==> src/rtl/mod_mem_reader.sv <==
// Modulation-memory read sequencer: walks the active BRAM segment at a programmable sample rate.
// Optional MOD_LOOP_BOUNDARY_SWITCH_EN defers segment switches to the end of the segment loop.
module mod_mem_reader #(
    parameter int unsigned RD_LATENCY = 2,
    parameter int unsigned IDX_WIDTH  = 15,
    parameter int unsigned DIV_WIDTH  = 16
) (
    input  logic                 CLK,
    input  logic                 RST_N,
    input  logic                 UPDATE_SETTINGS,
    input  logic                 REQ_SEGMENT,
`ifdef MOD_LOOP_BOUNDARY_SWITCH_EN
    input  logic                 TRANSITION_AT_LOOP,
`endif
    input  logic [IDX_WIDTH-1:0] CYCLE_0,
    input  logic [IDX_WIDTH-1:0] CYCLE_1,
    input  logic [DIV_WIDTH-1:0] FREQ_DIV_0,
    input  logic [DIV_WIDTH-1:0] FREQ_DIV_1,
    output logic [IDX_WIDTH:0]   MOD_ADDR,
    input  logic [7:0]           MOD_DATA,
    output logic [7:0]           INTENSITY,
    output logic                 DOUT_VALID,
    output logic [IDX_WIDTH-1:0] IDX,
    output logic                 SEGMENT,
    output logic                 SEGMENT_SWITCHED
);

    // Shortest period that still lets one read return before the next is issued.
    localparam logic [DIV_WIDTH-1:0] FdMin  = DIV_WIDTH'(RD_LATENCY + 2);
    localparam logic [DIV_WIDTH-1:0] DivOne = DIV_WIDTH'(1);
    localparam logic [IDX_WIDTH-1:0] IdxOne = IDX_WIDTH'(1);

`ifdef MOD_LOOP_BOUNDARY_SWITCH_EN
    typedef enum logic [1:0] {StIdle, StRun, StPending} state_e;
`else
    typedef enum logic [0:0] {StIdle, StRun} state_e;
`endif

    state_e                 state_q, state_d;
    logic                   seg_q, seg_d;
    logic [IDX_WIDTH-1:0]   cyc_q, cyc_d;
    logic [DIV_WIDTH-1:0]   fd_q, fd_d;
    logic [IDX_WIDTH-1:0]   idx_q, idx_d;
    logic [DIV_WIDTH-1:0]   div_q, div_d;
    logic                   pend_q, pend_d;
    logic                   pend_seg_q, pend_seg_d;
    logic [IDX_WIDTH:0]     addr_q, addr_d;
    logic [IDX_WIDTH-1:0]   idx_out_q, idx_out_d;
    logic                   switched_q, switched_d;
    logic [RD_LATENCY:0]    pipe_q, pipe_d;
    logic [7:0]             intensity_q, intensity_d;
    logic                   valid_q, valid_d;

    logic running, boundary, apply, issue, load, load_seg;

    function automatic logic [DIV_WIDTH-1:0] clamp_fd(input logic [DIV_WIDTH-1:0] fd);
        return (fd < FdMin) ? FdMin : fd;
    endfunction

    assign running  = (state_q != StIdle);
    assign boundary = running && (div_q == fd_q - DivOne);
    assign issue    = running && (div_q == '0);
`ifdef MOD_LOOP_BOUNDARY_SWITCH_EN
    // A deferred request only lands on the boundary that closes the segment loop.
    assign apply = boundary && pend_q && ((state_q != StPending) || (idx_q == cyc_q));
`else
    assign apply = boundary && pend_q;
`endif

    always_ff @(posedge CLK or negedge RST_N) begin
        if (!RST_N) begin
            state_q <= StIdle;
        end else begin
            state_q <= state_d;
        end
    end

    always_comb begin
        state_d = state_q;
        case (state_q)
            StIdle: begin
                if (UPDATE_SETTINGS) state_d = StRun;
            end
            default: begin
`ifdef MOD_LOOP_BOUNDARY_SWITCH_EN
                if (apply) state_d = StRun;
                if (UPDATE_SETTINGS) state_d = TRANSITION_AT_LOOP ? StPending : StRun;
`endif
            end
        endcase
    end

    always_comb begin
        seg_d       = seg_q;
        cyc_d       = cyc_q;
        fd_d        = fd_q;
        idx_d       = idx_q;
        div_d       = div_q;
        pend_d      = pend_q;
        pend_seg_d  = pend_seg_q;
        addr_d      = addr_q;
        idx_out_d   = idx_out_q;
        switched_d  = 1'b0;
        load        = 1'b0;
        load_seg    = pend_seg_q;
        intensity_d = intensity_q;

        if (!running) begin
            if (UPDATE_SETTINGS) begin
                load     = 1'b1;
                load_seg = REQ_SEGMENT;
            end
        end else begin
            if (issue) begin
                addr_d    = {seg_q, idx_q};
                idx_out_d = idx_q;
            end
            if (boundary) begin
                div_d = '0;
                idx_d = (idx_q == cyc_q) ? '0 : idx_q + IdxOne;
            end else begin
                div_d = div_q + DivOne;
            end
            if (apply) begin
                load     = 1'b1;
                load_seg = pend_seg_q;
                pend_d   = 1'b0;
            end
            // Registered request: one arriving on a boundary cycle waits for the next boundary.
            if (UPDATE_SETTINGS) begin
                pend_d     = 1'b1;
                pend_seg_d = REQ_SEGMENT;
            end
        end

        if (load) begin
            seg_d      = load_seg;
            cyc_d      = load_seg ? CYCLE_1 : CYCLE_0;
            fd_d       = clamp_fd(load_seg ? FREQ_DIV_1 : FREQ_DIV_0);
            idx_d      = '0;
            div_d      = '0;
            switched_d = 1'b1;
        end

        pipe_d[0] = issue;
        for (int i = 1; i <= int'(RD_LATENCY); i++) pipe_d[i] = pipe_q[i-1];
        valid_d = pipe_q[RD_LATENCY];
        if (pipe_q[RD_LATENCY]) intensity_d = MOD_DATA;
    end

    always_ff @(posedge CLK or negedge RST_N) begin
        if (!RST_N) begin
            seg_q       <= 1'b0;
            cyc_q       <= '0;
            fd_q        <= '0;
            idx_q       <= '0;
            div_q       <= '0;
            pend_q      <= 1'b0;
            pend_seg_q  <= 1'b0;
            addr_q      <= '0;
            idx_out_q   <= '0;
            switched_q  <= 1'b0;
            pipe_q      <= '0;
            intensity_q <= '0;
            valid_q     <= 1'b0;
        end else begin
            seg_q       <= seg_d;
            cyc_q       <= cyc_d;
            fd_q        <= fd_d;
            idx_q       <= idx_d;
            div_q       <= div_d;
            pend_q      <= pend_d;
            pend_seg_q  <= pend_seg_d;
            addr_q      <= addr_d;
            idx_out_q   <= idx_out_d;
            switched_q  <= switched_d;
            pipe_q      <= pipe_d;
            intensity_q <= intensity_d;
            valid_q     <= valid_d;
        end
    end

    assign MOD_ADDR         = addr_q;
    assign IDX              = idx_out_q;
    assign SEGMENT          = seg_q;
    assign SEGMENT_SWITCHED = switched_q;
    assign INTENSITY        = intensity_q;
    assign DOUT_VALID       = valid_q;

endmodule

==> config.mk <==
export PLATFORM = sky130hd
export DESIGN_NAME = mod_mem_reader
export DESIGN_NICKNAME = d
export VERILOG_FILES = /design/src/rtl/mod_mem_reader.sv
export SDC_FILE = /design/constraint.sdc
export NUM_CORES = 1
export LEC_CHECK = 0
export ABC_AREA = 1
export ABC_CLOCK_PERIOD_IN_PS = 5500
export CORE_ASPECT_RATIO = 1.1
export CORE_MARGIN = 2
export CORE_UTILIZATION = 41
export DETAILED_ROUTE_END_ITERATION = 7
export GPL_ROUTABILITY_DRIVEN = 0
export GPL_TIMING_DRIVEN = 0
export PLACE_DENSITY = 0.78
export SLEW_MARGIN = 20
export SYNTH_ARGS = -nofsm -noshare
export SYNTH_HDL_FRONTEND = slang
export SYNTH_SLANG_ARGS = --single-unit
export TNS_END_PERCENT = 50
==> constraint.sdc <==
create_clock -name CLK -period 5.5 [get_ports CLK]
set_clock_uncertainty 0.2 [all_clocks]
set_input_delay 1.1 -clock CLK [delete_from_list [all_inputs] [get_ports CLK]]
set_output_delay 1.1 -clock CLK [all_outputs]
set_load 0.02 [all_outputs]
# ---- Word-level counts from Yosys, hierarchy flattened
# Cells that the tools add are included.
# W data, S select, Z words.
dict set report op_classes {
  n_addsub 3
  n_lt_le_gt_ge 1
  eq_ne 2
  muxes 19
  reduce_logical 10
}
# cell n
set ops {}
lappend ops {{$mux W16} 5}
lappend ops {{$mux W15} 5}
lappend ops {{$add A16 B1 Y16 const B} 1}
lappend ops {{$eq A16 B16 Y1} 1}
lappend ops {{$logic_not A16 Y1} 1}
lappend ops {{$lt A16 B3 Y1 const B} 1}
lappend ops {{$sub A16 B1 Y16 const B} 1}
lappend ops {{$add A15 B1 Y15 const B} 1}
lappend ops {{$eq A15 B15 Y1} 1}
lappend ops {{$mux W1} 9}
lappend ops {{$reduce_and A2 Y1} 3}
lappend ops {{$reduce_bool A2 Y1} 3}
lappend ops {{$logic_and A1 B1 Y1} 3}
dict set report totals {
  ff_bits 110
  input_bits 74
  out_inout_bits 42
  elab_cells 49
}

# ---- Depth between registers and ports, before layout
dict set report depth {
  word_depth 8
  depth_mapped 17
  depth_no_buf 15
}

# ---- Least setup slack after synthesis
# No wires, ideal clock.
dict set report synth_path {
  path_kind {input -> register}
  from {input port UPDATE_SETTINGS}
  to {register fd_q[0]}
  setup_ns 0.117
  t_arrival_ns 2.249
  t_required_ns 5.183
  slack_ns 2.934
  path_stages 14
  n_path_buf 1
  cell_sequence {inv_1 -> nor2_1 -> nand2_1 -> nand2_1 -> inv_1 -> clkbuf_1 -> nand2_1 -> nand2_1 -> nor2_1 -> nand3_1 -> nor2_1 -> nor2_1 -> nand3_1 -> nand2_1}
}
dict set report synth_between {
  elab_chain_len 5
  word_cells_on_any_way 7
  classes_between {order compare (1); mux (6)}
}
# item line
set synth_rtl {}
lappend synth_rtl {{start, declared} 10} ;# input logic UPDATE_SETTINGS,
lappend synth_rtl {{$mux W1} -}
lappend synth_rtl {{$mux W1} 108} ;# if (!running) begin
lappend synth_rtl {{$mux W16} 139} ;# fd_d = clamp_fd(load_seg ? FREQ_DIV_1 : FREQ_DIV_0);
lappend synth_rtl {{$lt A16 B3 Y1} 57} ;# return (fd < FdMin) ? FdMin : fd;
lappend synth_rtl {{$mux W16} 57}
lappend synth_rtl {{end signal, assigned} 155} ;# fd_q <= '0;
lappend synth_rtl {{end signal, assigned} 169} ;# fd_q <= fd_d;
lappend synth_rtl {{end, declared} 42} ;# logic [DIV_WIDTH-1:0] fd_q, fd_d;
# Parallel ways exist; a longest one is shown, timed or not.
# A chain may end at the register's enable or synchronous reset.

# ---- Worst setup path in the final report
dict set report layout_path {
  from {input port UPDATE_SETTINGS}
  to {register fd_q[1]}
}
# The elaborated chain is that of the path after synthesis.

==> results_dict.tcl <==
set metrics [dict create \
    status "complete, no violations" \
    crit_top_cell "nand2_1" \
    rr_worst_depth 14 \
    holdCritStartpoint "pipe_q[0]$_DFF_PN0_" \
    clk_path_buf_depth 2 \
    hold_depth 0 \
    cts_htree_levels 3 \
    drt_wl_total_um 13100 \
    synthTopCellsByCount "nand2_1 (316), dfrtp_1 (95), nand3_1 (77), nor2_1 (61), inv_1 (58)" \
    cp_max_fo 10 \
    start_kind "primary input" \
    finalPower_mw 2.11 \
    io_buffer_count 115 \
    finalMaxSlewViolations 0 \
    coreArea_mm2 0.0133 \
    start_util_pct 42.4 \
    synth_most_common_cell "nand2_1" \
    min_to "pipe_q[1]$_DFF_PN0_" \
    synth_top_cell_by_area "dfrtp_1" \
    period_share_pct 57.4 \
    final.fill_count 1299 \
    finalCoreUtilization_pct 55.2 \
    diodes 0 \
    design.die.area_mm2 0.0147 \
    pin_count 116 \
    die_w_um 116 \
    syn2layout_area_growth_pct 30.2 \
    worstHoldPathType "flop to flop" \
    crit_arrival_ps 3200 \
    cts_root_buf "clkbuf_16" \
    crit_family "simple AND/OR/NAND/NOR gates" \
    vias 5222 \
    grtUsageTotal_pct 18.6 \
    instances_no_fill 1104 \
    die_h_um 127 \
    postCtsResizedCells 0 \
    r2r_slack_ps 2900 \
    synth_edf_count 0 \
    fin_nets 993 \
    p_leak_nw 3.64 \
    fmax_mhz 317 \
    synth-seq-area-share_pct 42.1 \
    netlist_instances 788 \
    grtUsageMet3_pct 3.23 \
    finalSetupViolations 0 \
    wl_per_cell_um 11.9 \
    cp_slowest_cell "clkdlybuf4s50_1" \
    setup_slack_ps 2340 \
    ir_drop_v 0.000164 \
    postPlaceCellArea_mm2 0.00706 \
    cts_tree "built" \
    rsz0062_at_grt "no" \
    top_usage_layer "met2" \
    drc 0 \
    stdcell_area_mm2 0.00735 \
    report.final.hold_viol_count 0 \
    dp_hpwl_um 10100 \
    use_met1_pct 25.0 \
    reg2reg_to "fd_q[11]$_DFFE_PN0N_" \
    antenna_found_initial 0 \
    postSynthRegisterBits 95 \
    dpl_worst_slack_ps 1990 \
    crit_path_end_kind "flop" \
    yosysWarnings 0 \
    hold_buffers 0 \
    finalWorstPathRequiredPeriod_ps 3160 \
    seq_area_mm2 0.00238 \
    max_stage_delay_ps 570 \
    worst_slew_pin_slew_ps 514 \
    power.density_mw_per_mm2 287 \
    max_slew_margin_pct 65.4 \
    maxCapViolCount 0 \
    required_ps 5550 \
    worstSetupPathType "primary input to flop" \
    clk-insertion-delay-late_ps 350 \
    met2_usage_pct 30.4 \
    drt_pass1_iterations 5 \
    cp_num_buf_inv 2 \
    rows 44 \
    synth_area_leaders "dfrtp_1 (42%), nand2_1 (21%), nand3_1 (6.8%)" \
    cts_made_buffers 9 \
    vias_per_cell 4.73 \
    timing.rr.start "fd_q[0]$_DFFE_PN0N_" \
    path_cells "clkdlybuf4s50_1 -> nand2_1 -> nand2_1 -> nand2_1 -> clkbuf_1 -> o21ai_0 -> nand3_1 -> nor2_1 -> nand2_1 -> nor2_1 -> nor2_1 -> nand3_1 -> nand2_1" \
    dp_cells 1088 \
    synth.distinct_cells 35 \
    post-cts-setup-buffers 0 \
    grt_max_degree 55 \
    async_flop_share_pct 100 \
    grt_pass1_wl_um 22300 \
    overflow 0 \
    clkSinkCount 95 \
    syn_area_per_cell_um2 7.16 \
    drive_gt1_share_pct 7.39 \
    synthesis.nets 866 \
    netlist.area_leader.share_pct 42.1 \
    multiInputGateArea_mm2 0.00276 \
    drtIter0Drc 338 \
    grt_pass1_vias 4804 \
    synth.cell_area_mm2 0.00565 \
    clk_pin_slew_ps 70 \
    ant_nets 0 \
    yosys_most_used_dff "dfrtp_1" \
]
registers in the layout, summed over array words and instances, names as in the netlist:
signal,cells
INTENSITY,8
pend_q,1
div_q,16
pipe_q,3
SEGMENT,1
MOD_ADDR,16
DOUT_VALID,1
running,1
SEGMENT_SWITCHED,1
fd_q,16
pend_seg_q,1
idx_q,15
cyc_q,15
per-layer routing:
metal	wire, um	vias to the layer above
li1	-	2717
met1	6020	2331
met2	6070	155
met3	776	19
met4	252	0
met5	0	-
cell type report:
cell class | count | share of cell area, %
inverters | 63 | 3.22
multi-input cells | 584 | 37.5
flip-flops and latches | 95 | 32.3
clock inverters | 6 | 0.783
plain buffers | 46 | 3.69
repair buffers | 116 | 16.0
clock buffers | 10 | 3.25
well taps | 184 | 3.13
metrics by stage:
| stage | hold slack (ps) | TNS [ps] |
|---|---|---|
| after floorplan | 131 | 0 |
| after global placement | 132 | -31330 |
| after detailed placement | 140 | 0 |
| after CTS | 157 | 0 |
| after global routing | 166 | 0 |
| final | 153 | 0 |
how the worst max path moves through the flow:
| stage | from | end | cells after the start |
|---|---|---|---|
| finish | UPDATE_SETTINGS | fd_q[1]$_DFFE_PN0N_ | 13 |
| global route | UPDATE_SETTINGS | cyc_q[11]$_DFFE_PN0N_ | 11 |
| global placement | RST_N | INTENSITY[4]$_DFFE_PN0P_ | 1 |
| CTS | UPDATE_SETTINGS | cyc_q[7]$_DFFE_PN0N_ | 11 |
| detailed placement | UPDATE_SETTINGS | fd_q[1]$_DFFE_PN0N_ | 13 |
| floorplan | UPDATE_SETTINGS | fd_q[0]$_DFFE_PN0N_ | 14 |
power breakdown:
part	internal [mW]	total (mW)	switching, mW
Sequential	0.800	0.894	0.0942
Clock	0.330	0.621	0.291
Combinational	0.283	0.597	0.314
Total	1.41	2.11	0.700
cell families after synthesis:
family	count (synthesis)	synth area share [%]
and+or+nand+nor	489	36.0
xor gates and xnor gates	43	6.67
AOI/OAI and AO/OA	40	3.77
buffers and inverters	109	9.00
muxes	8	1.60
DFF	95	42.1
adders and majority gates	4	0.887
cells in the final DEF, fill, tap and decap left out, types with 9 or more instances in the layout:
cell / count
nor2_1: 61
xor2_1: 26
nand2_1: 316
nand3_1: 77
clkbuf_1: 15
o21ai_0: 22
clkdlybuf4s50_1: 114
clkbuf_16: 9
dfrtp_1: 95
inv_1: 58
xnor2_1: 17
buf_4: 20
a21oi_1: 14
(Power assumes the default switching activity.)
